--- config.mk ---
export PLATFORM = sky130hd
export DESIGN_NAME = sec_bcd_timer
export DESIGN_NICKNAME = d
export VERILOG_FILES = /design/src/rtl/timer_pkg.sv /design/src/rtl/sec_edge_sync.sv /design/src/rtl/sec_bcd_timer.sv
export SDC_FILE = /design/constraint.sdc
export NUM_CORES = 1
export LEC_CHECK = 0
export BUFFER_PORTS_ARGS = -buffer_cell sky130_fd_sc_hd__buf_2
export CORE_ASPECT_RATIO = 1.25
export CORE_MARGIN = 2
export CORE_UTILIZATION = 50
export DETAILED_ROUTE_END_ITERATION = 6
export PLACE_DENSITY = 0.75
export SYNTH_ARGS = -nofsm -noshare
export SYNTH_HDL_FRONTEND = slang
export SYNTH_HIERARCHICAL = 1
export SYNTH_SLANG_ARGS = --single-unit
--- constraint.sdc ---
create_clock -name iClk -period 3.7 [get_ports iClk]
set_input_delay 1.11 -clock iClk [delete_from_list [all_inputs] [get_ports iClk]]
set_output_delay 1.11 -clock iClk [all_outputs]
set_load 0.005 [all_outputs]
--- src/rtl/timer_pkg.sv ---
// Shared types and helpers for the MM:SS BCD run/hold timer.
package timer_pkg;

  typedef enum logic [1:0] {
    IDLE = 2'd0,
    RUN  = 2'd1,
    HOLD = 2'd2
  } stateT;

  typedef logic [3:0] digitT;

  // Same packing as the iLoadBcd / oTimeBcd buses.
  typedef struct packed {
    digitT minT;
    digitT minO;
    digitT secT;
    digitT secO;
  } timeT;

  localparam digitT SEC_TENS_MAX = 4'd5;
  localparam digitT DIGIT_MAX    = 4'd9;

  // Binary value of the two minute digits (0..99).
  function automatic logic [6:0] minutesOf(timeT t);
    return 7'(t.minT) * 7'd10 + 7'(t.minO);
  endfunction

  // True when every digit is a legal BCD digit and the time is within range.
  function automatic logic isValidTime(timeT t, int maxMin);
    return (t.minT <= DIGIT_MAX) && (t.minO <= DIGIT_MAX) &&
           (t.secT <= SEC_TENS_MAX) && (t.secO <= DIGIT_MAX) &&
           (int'(minutesOf(t)) <= maxMin);
  endfunction

endpackage

--- src/rtl/sec_edge_sync.sv ---
// Synchronizer plus rising-edge detector for the asynchronous 1 Hz wave.
// The tick output is combinational from flops and is high for exactly one
// cycle, two cycles after the wave is first sampled high.
module sec_edge_sync #(
  parameter int SYNC_STAGES = 2
) (
  input  logic iClk,
  input  logic iRst_n,
  input  logic iAsync,
  output logic oTick
);

  logic [SYNC_STAGES-1:0] syncQ;
  logic                   prevQ;

  // Shift the async input through the synchronizer and remember the last value.
  always_ff @(posedge iClk or negedge iRst_n) begin
    if (!iRst_n) begin
      syncQ <= '0;
      prevQ <= 1'b0;
    end else begin
      // NOTE: sequential state uses non-blocking assignments so every flop
      // samples the pre-edge value of its neighbour.
      syncQ <= {syncQ[SYNC_STAGES-2:0], iAsync};
      prevQ <= syncQ[SYNC_STAGES-1];
    end
  end

  assign oTick = syncQ[SYNC_STAGES-1] & ~prevQ;

endmodule

--- src/rtl/sec_bcd_timer.sv ---
// MM:SS run/hold timer in packed BCD, advanced by the 1 Hz wave.
// Build option: define TIMER_COUNTDOWN_EN for a count-down timer that
// expires at 00:00 instead of wrapping after MAX_MIN:59.
module sec_bcd_timer
  import timer_pkg::*;
#(
  parameter int SYNC_STAGES = 2,
  parameter int MAX_MIN     = 59
) (
  input  logic        iClk,
  input  logic        iRst_n,
  input  logic        iClk1s,
  input  logic        iStart,
  input  logic        iStop,
  input  logic        iClear,
  input  logic        iLoad,
  input  logic [15:0] iLoadBcd,
  output logic [15:0] oTimeBcd,
  output logic        oTick,
  output logic        oRunning,
  output logic        oWrap,
  output logic        oLoadErr
);

  stateT state, nextState;
  timeT  timeQ, timeNext, loadVal, stepVal;
  logic  tickRaw, countEn, loadOk, loadErr, startOk, stepWrap;

  sec_edge_sync #(.SYNC_STAGES(SYNC_STAGES)) uEdge (
    .iClk   (iClk),
    .iRst_n (iRst_n),
    .iAsync (iClk1s),
    .oTick  (tickRaw)
  );

  assign loadVal  = timeT'(iLoadBcd);
  assign oTimeBcd = timeQ;

  // One-second step of the time value, with the wrap/expiry flag.
  always_comb begin
    // NOTE: every variable gets a default first so no path leaves it
    // unassigned, which would infer a latch.
    stepVal  = timeQ;
    stepWrap = 1'b0;
`ifdef TIMER_COUNTDOWN_EN
    if (timeQ == '0) begin
      stepWrap = 1'b1;
    end else begin
      if (timeQ.secO != 4'd0) begin
        stepVal.secO = timeQ.secO - 4'd1;
      end else begin
        stepVal.secO = DIGIT_MAX;
        if (timeQ.secT != 4'd0) begin
          stepVal.secT = timeQ.secT - 4'd1;
        end else begin
          stepVal.secT = SEC_TENS_MAX;
          if (timeQ.minO != 4'd0) begin
            stepVal.minO = timeQ.minO - 4'd1;
          end else begin
            stepVal.minO = DIGIT_MAX;
            stepVal.minT = timeQ.minT - 4'd1;
          end
        end
      end
      stepWrap = (stepVal == '0);
    end
`else
    if (timeQ.secO != DIGIT_MAX) begin
      stepVal.secO = timeQ.secO + 4'd1;
    end else begin
      stepVal.secO = 4'd0;
      if (timeQ.secT != SEC_TENS_MAX) begin
        stepVal.secT = timeQ.secT + 4'd1;
      end else begin
        stepVal.secT = 4'd0;
        if (int'(minutesOf(timeQ)) >= MAX_MIN) begin
          stepVal.minT = 4'd0;
          stepVal.minO = 4'd0;
          stepWrap     = 1'b1;
        end else if (timeQ.minO != DIGIT_MAX) begin
          stepVal.minO = timeQ.minO + 4'd1;
        end else begin
          stepVal.minO = 4'd0;
          stepVal.minT = timeQ.minT + 4'd1;
        end
      end
    end
`endif
  end

  // Command qualification: count, load accept/reject, start.
  always_comb begin
    countEn = tickRaw && (state == RUN) && !iClear && !iStop && !iLoad;
    loadOk  = iLoad && !iClear && (state != RUN) && isValidTime(loadVal, MAX_MIN);
    loadErr = iLoad && !iClear && !loadOk;
    startOk = iStart && !iStop && !iClear && (state != RUN);
`ifdef TIMER_COUNTDOWN_EN
    if ((loadOk ? loadVal : timeQ) == '0) startOk = 1'b0;
`endif
  end

  // State register.
  always_ff @(posedge iClk or negedge iRst_n) begin
    if (!iRst_n) state <= IDLE;
    else         state <= nextState;
  end

  // Next-state logic; clear beats stop beats start.
  always_comb begin
    nextState = state;
    if (iClear) begin
      nextState = IDLE;
    end else if (iStop && (state == RUN)) begin
      nextState = HOLD;
    end else if (startOk) begin
      nextState = RUN;
    end else if (loadOk) begin
      nextState = HOLD;
`ifdef TIMER_COUNTDOWN_EN
    end else if (countEn && stepWrap) begin
      nextState = IDLE;
`endif
    end
  end

  // Output/datapath next values.
  always_comb begin
    timeNext = timeQ;
    if (iClear)       timeNext = '0;
    else if (loadOk)  timeNext = loadVal;
    else if (countEn) timeNext = stepVal;
  end

  // Registered outputs and time value.
  always_ff @(posedge iClk or negedge iRst_n) begin
    if (!iRst_n) begin
      timeQ    <= '0;
      oTick    <= 1'b0;
      oRunning <= 1'b0;
      oWrap    <= 1'b0;
      oLoadErr <= 1'b0;
    end else begin
      timeQ    <= timeNext;
      oTick    <= tickRaw;
      oRunning <= (nextState == RUN);
      oWrap    <= countEn && stepWrap;
      oLoadErr <= loadErr;
    end
  end

endmodule
==> impl_metrics.csv, run 1 <==
group,metric,value,unit
run_status,status,"finished clean",
floorplanning,die-area,4369,sq um
layout,final_nets,287,
floorplanning,fp.dieW,59.53,microns
clocking,clock_tree.htree_level_count,1,
sta,maxSlewHeadroom,52.08,%
clocking,clock-sinks,25,
power_and_ir_drop,design_power_total,0.0006422,W
floorplanning,core_region_area,3754,sq um
logic_synthesis,synth_area,1927,sq um
critical_path,worst-setup-path-type,"in -> reg",
power_and_ir_drop,power_leakage,1.109,nW
logic_synthesis,synth_edf_count,0,
global_routing,grt_max_degree,26,
power_and_ir_drop,pwr_density_cell,284.2,nW/um^2
critical_path,required,3900,ps
global_routing,grt_pass1_wl,6893,microns
floorplanning,ios,43,
logic_synthesis,synth-seq-area-share,32.47,%
global_routing,number_of_global_route_vias_before_repair,1543,
placement,dpl-instance-area,2211,sq um
placement,placed_cells_incl_taps,280,
clocking,postCtsSetupBuffers,0,
placement,gpl.final_weighted_congestion,0.8788,
sta,final-max-slew-violation-count,0,
power_and_ir_drop,power.ir.vdd_worst,155.3,uV
critical_path,crit_path_max_fanout,6,
logic_synthesis,mean_area_per_synthesized_cell,9.781,sq um
logic_synthesis,ys_dominant_reg_cell,"dfrtp_1",
logic_synthesis,ys_seq_elements,25,
sta,finalSetupViolCount,0,
sta,hold_viol_final,0,
clocking,root_buffer,"clkbuf_8",
floorplanning,die_height,73.41,microns
sta,final_min_period_over_clock_period,89.62,%
route,drt_first_iter_violations,49,
logic_synthesis,synth_cell_types,59,
run,cap_viol_max_count,0,
critical_path,startpoint_type,"input port",
sta,slew_at_the_pin_closest_to_its_max_slew_limit,718.8,ps
clocking,clk_latency,260,ps
sta,rsz0062_at_grt,"false",
clocking,post_cts.resized_instances,0,
critical_path,crit_arrival,3510,ps
layout,drive_above_1_share,27.46,%
placement,count_of_buffers_from_port_buffering,42,
global_routing,grt-ovfl-total,0,
clocking,cts_tree,"yes",
route,avgViaCountPerCell,5.940,
layout,ff_latch_area,625.6,sq um
global_routing,antenna_found_initial,0,
floorplanning,initial_core_util,51.33,%
logic_synthesis,postSynthNetCount,239,
route,drt_drc_violations_left,0,
clocking,cts_buffers,3,
placement,detailed_place_hpwl,3284,microns
layout,finish.cell_count_without_fillers,284,
sta,fmax,301.6,MHz
route,routedWlPerCell,14.55,microns
route,vias,1687,
sta,final.min_clock_period,3316,ps
clocking,clk_transition_reported_paths,90,ps
layout,filler_cells_inserted,329,
global_routing,globalRouteTotalUtil,19.90,%
worst_hold_path,hp-class,"reg -> reg",
critical_path,endpoint_kind_of_the_worst_setup_timing_path,"register",
route,detail_route.wirelength,4133,microns
logic_synthesis,ys.warnings.count,6,
route,ant_nets,0,
clocking,max-clock-path-buffers,2,
layout,antenna_cells,0,
route,drt_first_pass_iters,4,
logic_synthesis,syn-instance-count,197,
layout,synthToLayoutAreaGrowth,17.27,%
sta,final.setup.tns,0,ps
layout,layout.cell_area.non_filler,2260,sq um
sta,clock-skew-final,2.952,ps
floorplanning,num_rows,25,
clocking,count_of_hold_buffers_inserted_by_post_cts_repair,0,
layout,multiInputGateArea,1212,sq um
logic_synthesis,async_reset_ff_share,100.0,%
-- state kept, by name (all words and copies together), names as in the netlist --
register and cells:
oLoadErr 1, oRunning 1, oTick 1, oTimeBcd 16, oWrap 1, state 2
uEdge/prevQ 1, uEdge/syncQ 2
-- per-layer routing --
layer / routed length [microns] / global-route usage (%) / up-vias / part of all wire (%)
met3: 129 / 1.761 / 4 / 3.1
met1: 1898 / 28.00 / 803 / 46
met5: 0 / 0 / - / 0
li1: - / - / 838 / -
met4: 33 / 4.198 / 0 / 0.80
met2: 2071 / 33.21 / 42 / 50
-- per-stage QoR --
step	setup WS, ps	hold WS, ps	utilization, %
6_report	384.2	357.3	60.20
5_1_grt	180.5	371.3	60.20
4_1_cts	390.1	358.8	60.20
3_5_place_dp	124.9	337.1	58.90
3_3_place_gp	164.1	331.9	58.90
2_1_floorplan	145.5	331.2	-
-- layout by cell type (no fill, tap or decap), drive strengths merged, types with 4 or more instances in the layout --
cell type / Yosys / layout
a211oi: 6 / 6
a21oi: 8 / 8
buf: 3 / 49
dfrtp: 25 / 25
fa: 4 / 4
ha: 15 / 15
inv: 16 / 16
mux2i: 4 / 4
nand2: 10 / 10
nand3: 8 / 8
nor2: 13 / 13
nor2b: 4 / 4
nor3: 6 / 6
o21ai: 7 / 7
xnor2: 5 / 5
xor2: 5 / 5
-- where the power goes --
group / internal, W / leakage [nW] / switching [W]
clock: 0.0000761 / 0.0217 / 0.0000888
combinational: 0.0000766 / 0.751 / 0.0000949
sequential: 0.000286 / 0.336 / 0.0000195
total: 0.000439 / 1.11 / 0.000203
-- cells by family after synthesis --
family | after synthesis | synth area share (%)
and+or+nand+nor | 59 | 18.05
adders and majority gates | 19 | 13.90
DFF | 25 | 32.47
AOI/OAI and AO/OA | 55 | 22.60
xor gates and xnor gates | 10 | 4.545
muxes | 7 | 3.831
buffers and inverters | 22 | 4.611
-- final timing paths --
path | cells after the start | to | from | slack, ps
max | 10 | oTimeBcd[15] | iLoadBcd[15] | 380
min | 0 | uEdge/syncQ[1] | uEdge/syncQ[0] | 360
max reg2reg | 9 | oTimeBcd[12] | oTimeBcd[13] | 480
min reg2reg | 0 | uEdge/syncQ[1] | uEdge/syncQ[0] | 360
max in group asynchronous | 1 | oTimeBcd[2] | iRst_n | 2510
min in group asynchronous | 1 | uEdge/syncQ[1] | iRst_n | 820
-- worst max-delay path, stage by stage --
cell and delay, ps:
buf_2 130, ha_1 280, ha_1 190, inv_1 60, fa_1 450, o41ai_1 400, nor3_2 110, o21a_1 270
o41ai_1 360, o2bb2ai_1 160
-- synth_stat cells, types with 3 or more instances --
master     n  area, sq um
o21ai_0    6        30.03
o22ai_1    3        18.77
xor2_1     5        43.79
a21oi_1    7        35.03
nand3_1    8        40.04
clkbuf_1   3        11.26
a211oi_1   5        37.54
and2_1     3        18.77
nand2b_1   3        18.77
mux2i_1    4        40.04
ha_1      15        187.7
fa_1       4        80.08
xnor2_1    5        43.79
dfrtp_1   25        625.6
nor3_1     5        25.02
a211o_1    3        26.28
or4_1      3        22.52
nand2_1    9        33.78
o41ai_1    3        26.28
nor2_1    13        48.80
inv_1     16        60.06
-- cell type report --
type	instances	share of cell area (%)
clock buffer	3	1.827
clock inverter	1	0.3322
inverter	16	2.658
multi-input combinational	150	53.65
sequential	25	27.69
tap	40	2.215
timing repair buffer	49	11.63
No activity file was read; power rests on OpenSTA's default activity.
==> run 2: changes to the inputs <==
- CORE_ASPECT_RATIO: 1.25 -> 2
- CTS_CLUSTER_SIZE: unset -> 14
- PLACE_DENSITY: 0.75 -> unset
- PLACE_DENSITY_LB_ADDON: unset -> 0.05
==> run 2 against run 1 <==
Compared with the run above: non-clock buffer count shrank 1; critical path type unchanged; worst hold slack about the same; clock skew is essentially flat; clock power decreased by 7%.
==> impl_metrics.csv, run 2 (synthesis gave the netlist of run 1 again) <==
group,metric,value,unit
run_status,status,"finished clean",
run,cap_viol_max_count,0,
critical_path,setup.reg_to_reg.worst_slack,550,ps
worst_hold_path,worst_hold_end,"uEdge/syncQ[1]",
layout,largest_register_ffs,16,
power_and_ir_drop,power_leakage,1.105,nW
clocking,postCtsSetupBuffers,0,
global_routing,grt_pass1_wl,7438,microns
layout,synthToLayoutAreaGrowth,17.40,%
floorplanning,fp.dieW,47.90,microns
floorplanning,num_rows,32,
worst_hold_path,hp-class,"reg -> reg",
critical_path,crit_arrival,3620,ps
power_and_ir_drop,pwr_density_cell,279.1,nW/um^2
critical_path,crit_path_max_fanout,7,
layout,filler_cells_inserted,386,
layout,drive_above_1_share,26.75,%
clocking,clk_transition_reported_paths,80,ps
clocking,cts_buffers,3,
route,drt_first_iter_violations,39,
critical_path,required,3880,ps
sta,final_min_period_over_clock_period,92.83,%
clocking,root_buffer,"clkbuf_8",
route,vias,1715,
sta,clock-skew-final,3.359,ps
floorplanning,die-area,4396,sq um
route,avgViaCountPerCell,5.833,
route,drt_first_pass_iters,4,
worst_hold_path,whs_path_depth,0,
route,ant_nets,0,
sta,final-max-slew-violation-count,0,
sta,hold_viol_final,0,
critical_path,reg2regPathDepth,10,
floorplanning,core_region_area,3764,sq um
worst_hold_path,hold_path_startpoint,"uEdge/syncQ[0]",
placement,detailed_place_hpwl,3437,microns
clocking,cts_tree,"yes",
sta,fmax,291.1,MHz
global_routing,antenna_found_initial,0,
clocking,post_cts.resized_instances,0,
layout,finish.cell_count_without_fillers,294,
floorplanning,initial_core_util,51.20,%
route,routedWlPerCell,14.72,microns
floorplanning,die_height,91.79,microns
critical_path,critical_path.reg2reg.startpoint,"oTimeBcd[13]",
sta,maxSlewHeadroom,49.91,%
placement,gpl.final_weighted_congestion,0.8020,
critical_path,worst-setup-path-type,"in -> reg",
placement,count_of_buffers_from_port_buffering,42,
sta,hold-worst-slack,357.5,ps
sta,finalSetupViolCount,0,
global_routing,number_of_global_route_vias_before_repair,1637,
route,drt_drc_violations_left,0,
clocking,clock_tree.htree_level_count,1,
sta,final.min_clock_period,3435,ps
layout,mostFrequentLayoutCells,"buf_2 (42), dfrtp_1 (25), inv_1 (16)",
critical_path,startpoint_type,"input port",
route,detail_route.wirelength,4328,microns
clocking,clock-sinks,25,
power_and_ir_drop,power.ir.vdd_worst,266.6,uV
global_routing,grt-ovfl-total,0,
layout,mostFrequentLayoutCell,"buf_2",
layout,final_nets,286,
clocking,count_of_hold_buffers_inserted_by_post_cts_repair,0,
critical_path,endpoint_kind_of_the_worst_setup_timing_path,"register",
placement,placed_cells_incl_taps,290,
clocking,clk_latency,260,ps
floorplanning,ios,43,
sta,final.setup.tns,0,ps
clocking,max-clock-path-buffers,2,
critical_path,r2r-end,"oTimeBcd[12]",
sta,slew_at_the_pin_closest_to_its_max_slew_limit,751.4,ps
global_routing,grt_max_degree,26,
layout,antenna_cells,0,
sta,rsz0062_at_grt,"false",
global_routing,globalRouteTotalUtil,22.26,%
-- run 2: cell types whose count changed in the layout (fill, tap and decap cells not counted), sizes merged --
cell      previous run  this run
clkinvlp             1         0
clkbuf               3         4
buf                 49        48
-- run 2: per-layer routing --
layer | GRT usage, % | wire, microns | part of all wire (%) | vias to the layer above
met5 | 0 | 0 | 0 | -
met2 | 33.89 | 2180 | 50 | 62
met3 | 2.756 | 216 | 5.0 | 14
met4 | 8.784 | 139 | 3.2 | 0
met1 | 30.90 | 1793 | 41 | 802
li1 | - | - | - | 837
-- run 2: layout make-up --
type                            instances  area (sq um)  area share (%)
Clock buffer                            4         45.04           1.991
Inverter                               16         60.06           2.655
Multi-Input combinational cell        150          1212           53.59
Sequential cell                        25         625.6           27.65
Tap cell                               51         63.81           2.821
Timing Repair Buffer                   48         255.2           11.28
-- run 2: how the worst max path moves through the flow --
stage                  from           end  slack, ps  cells past startpoint
4_1_cts        iLoadBcd[13]  oTimeBcd[15]        300                     10
2_1_floorplan  iLoadBcd[13]  oTimeBcd[12]        150                      9
6_report       iLoadBcd[13]  oTimeBcd[15]        270                     10
3_5_place_dp   iLoadBcd[13]  oTimeBcd[15]         30                     10
3_3_place_gp   iLoadBcd[13]  oTimeBcd[12]        110                     11
5_1_grt        iLoadBcd[13]  oTimeBcd[15]         20                     10
-- run 2: critical path, stage by stage --
cell	delay [ps]
buf_2	130
ha_1	290
ha_1	190
inv_1	60
fa_1	450
o41ai_1	410
nor3_2	150
o21a_1	280
o41ai_1	390
o2bb2ai_1	170
-- run 2: stage by stage --
stage / total power (W) / util (%) / instance area, sq um / setup WS (ps)
3_3_place_gp: 0.0004791 / 58.91 / 2217 / 110.6
2_1_floorplan: 0.0004150 / - / 1927 / 145.5
6_report: 0.0006313 / 60.11 / 2262 / 265.2
4_1_cts: 0.0006366 / 60.11 / 2262 / 302.8
5_1_grt: 0.0006790 / 60.11 / 2262 / 15.37
3_5_place_dp: 0.0004846 / 58.91 / 2217 / 31.91
-- run 2: power breakdown --
| part | leakage (nW) | internal (W) | total [W] | switching (W) |
|---|---|---|---|---|
| sequential | 0.336 | 0.000286 | 0.000310 | 0.0000238 |
| clock | 0.0228 | 0.0000767 | 0.000154 | 0.0000773 |
| combinational | 0.746 | 0.0000730 | 0.000167 | 0.0000944 |
==> run 3: changes to the inputs <==
- CELL_PAD_IN_SITES_DETAIL_PLACEMENT: unset -> 1
- CELL_PAD_IN_SITES_GLOBAL_PLACEMENT: unset -> 1
- CORE_UTILIZATION: 50 -> 35
==> run 3 against run 2 <==
Compared with the run above: clock skew barely moved; cell count up 3.7%; fmax down 2.2%; largest cell class unchanged.
==> impl_metrics.csv, run 3 (synthesis gave the netlist of run 1 again) <==
group,metric,value,unit
sta,final_min_period_over_clock_period,94.92,%
layout,layout.cell_area.non_filler,2297,sq um
clocking,clk_latency,270,ps
route,routedWlPerCell,18.69,microns
power_and_ir_drop,switching_share,33.32,%
layout,final_core_utilization,42.76,%
sta,finalSetupViolCount,0,
layout,filler_cells_inserted,656,
critical_path,required,3850,ps
global_routing,grt-ovfl-total,0,
sta,slew_at_the_pin_closest_to_its_max_slew_limit,889.6,ps
sta,final-max-slew-violation-count,0,
clocking,cts_buffers,3,
clocking,clock_tree.htree_level_count,1,
layout,final_nets,288,
critical_path,critical-path-slowest-cell,"fa_1",
placement,placed_cells_incl_taps,301,
run,cap_viol_max_count,0,
global_routing,number_of_global_route_vias_before_repair,1960,
route,vias,1757,
power_and_ir_drop,pwr_density_cell,289.0,nW/um^2
power_and_ir_drop,intPower,0.0004426,W
critical_path,endpoint_kind_of_the_worst_setup_timing_path,"register",
placement,dpl-instance-area,2243,sq um
layout,finish.cell_count_without_fillers,305,
floorplanning,die_height,108.9,microns
critical_path,startpoint_type,"input port",
layout,drive_above_1_share,28.16,%
route,detail_route.wirelength,5701,microns
placement,detailed_place_hpwl,4658,microns
sta,hold_viol_final,0,
layout,synthToLayoutAreaGrowth,19.22,%
run_status,status,"finished clean",
global_routing,globalRouteTotalUtil,19.78,%
power_and_ir_drop,clkPwrFrac,24.6,%
clocking,cts_tree,"yes",
clocking,clock-sinks,25,
sta,maxSlewHeadroom,40.69,%
layout,largest_register_ffs,16,
placement,gpl.final_weighted_congestion,0.8138,
critical_path,crit_arrival,3670,ps
power_and_ir_drop,power_leakage,1.121,nW
layout,antenna_cells,0,
critical_path,crit_chain,"buf_2, ha_1, ha_1, inv_1, fa_1, nand2b_1, a21oi_1, nor3_2, o21a_1, o41ai_1, mux2_1",
sta,fmax,284.7,MHz
layout,mostFrequentLayoutCells,"buf_2 (42), dfrtp_1 (25), inv_1 (16)",
global_routing,antenna_found_initial,0,
route,drt_drc_violations_left,0,
worst_hold_path,hp-class,"reg -> reg",
global_routing,grt_max_degree,26,
floorplanning,die-area,6151,sq um
floorplanning,fp.dieW,56.47,microns
critical_path,crit_top_cell,"ha_1",
floorplanning,num_rows,38,
critical_path,critPathMaxStageDelay,550,ps
power_and_ir_drop,power.net_switching,0.0002212,W
sta,clock-skew-final,2.920,ps
critical_path,crit_path_max_fanout,7,
clocking,count_of_hold_buffers_inserted_by_post_cts_repair,0,
placement,count_of_buffers_from_port_buffering,42,
route,drt_first_pass_iters,4,
clocking,clk_transition_reported_paths,90,ps
critical_path,worst-setup-path-type,"in -> reg",
floorplanning,initial_core_util,35.86,%
route,ant_nets,0,
global_routing,grt_pass1_wl,9487,microns
route,avgViaCountPerCell,5.761,
clocking,max-clock-path-buffers,2,
sta,final.min_clock_period,3512,ps
power_and_ir_drop,power.ir.vdd_worst,209.2,uV
floorplanning,core_region_area,5373,sq um
floorplanning,ios,43,
clocking,root_buffer,"clkbuf_8",
power_and_ir_drop,power.combinational.fraction,29.8,%
power_and_ir_drop,power.sequential.fraction,45.6,%
route,drt_first_iter_violations,43,
sta,hold-worst-slack,358.8,ps
power_and_ir_drop,design_power_total,0.0006638,W
layout,mostFrequentLayoutCell,"buf_2",
==> run 3: changes by cell type in the layout (fill, tap and decap cells not counted), sizes merged <==
cell and delta:
buf +2, clkbuf -1, clkinv +1
==> run 3: repair_timing <==
action	4_1_cts	5_1_grt
buffers inserted	0	0
endpoints found under the setup margin	0	1
gates resized for setup	0	1
==> run 3: cell type report <==
type | count | area, sq um | area share [%]
Inverter | 16 | 60.06 | 2.614
Sequential cell | 25 | 625.6 | 27.23
Clock buffer | 3 | 41.29 | 1.797
Timing Repair Buffer | 50 | 270.3 | 11.76
Tap cell | 60 | 75.07 | 3.268
Multi-Input combinational cell | 150 | 1220 | 53.10
Clock inverter | 1 | 5.005 | 0.2179
==> run 3: worst paths after layout <==
path | startpoint | endpoint | slack [ps] | cells past startpoint
max | iLoadBcd[13] | oTimeBcd[12] | 190 | 11
min | uEdge/syncQ[0] | uEdge/syncQ[1] | 360 | 0
max reg2reg | oTimeBcd[15] | oTimeBcd[12] | 600 | 9
min reg2reg | uEdge/syncQ[0] | uEdge/syncQ[1] | 360 | 0
max in group asynchronous | iRst_n | oTimeBcd[13] | 2490 | 1
min in group asynchronous | iRst_n | oTick | 830 | 1
==> run 3: per-stage QoR <==
| stage | setup slack (ps) | TNS, ps |
|---|---|---|
| 2_1_floorplan | 145.5 | 0 |
| 3_3_place_gp | 74.76 | 0 |
| 3_5_place_dp | -125.7 | -428.6 |
| 4_1_cts | 157.7 | 0 |
| 5_1_grt | -0.3828 | -0.3828 |
| 6_report | 187.9 | 0 |
==> run 3: worst max-delay path, delay by kind of cell <==
family	cells	cell delay [ps]
adder cells (fa/ha/maj)	3	1000
AND/OR/NAND/NOR	2	600
AO/OA/AOI/OAI	3	470
multiplexers	1	300
buffers and inverters	2	190
==> run 3: metal layers <==
metal  wire length [microns]  track usage (%)  up-vias  share of wire [%]
li1                        -                -      833                  -
met1                    2057            19.82      866                 36
met2                    3172            38.54       43                 56
met3                     193            2.254       15                3.4
met4                     278            10.20        0                4.9
met5                       0                0        -                  0
==> run 3: power groups by stage <==
stage               sequential (W)  clock (W)  combinational (W)
floorplan                 0.000309          0           0.000106
global placement          0.000308          0           0.000187
detailed placement        0.000308          0           0.000198
CTS                       0.000303   0.000176           0.000198
global route              0.000305   0.000181           0.000224
finish                    0.000303   0.000163           0.000198
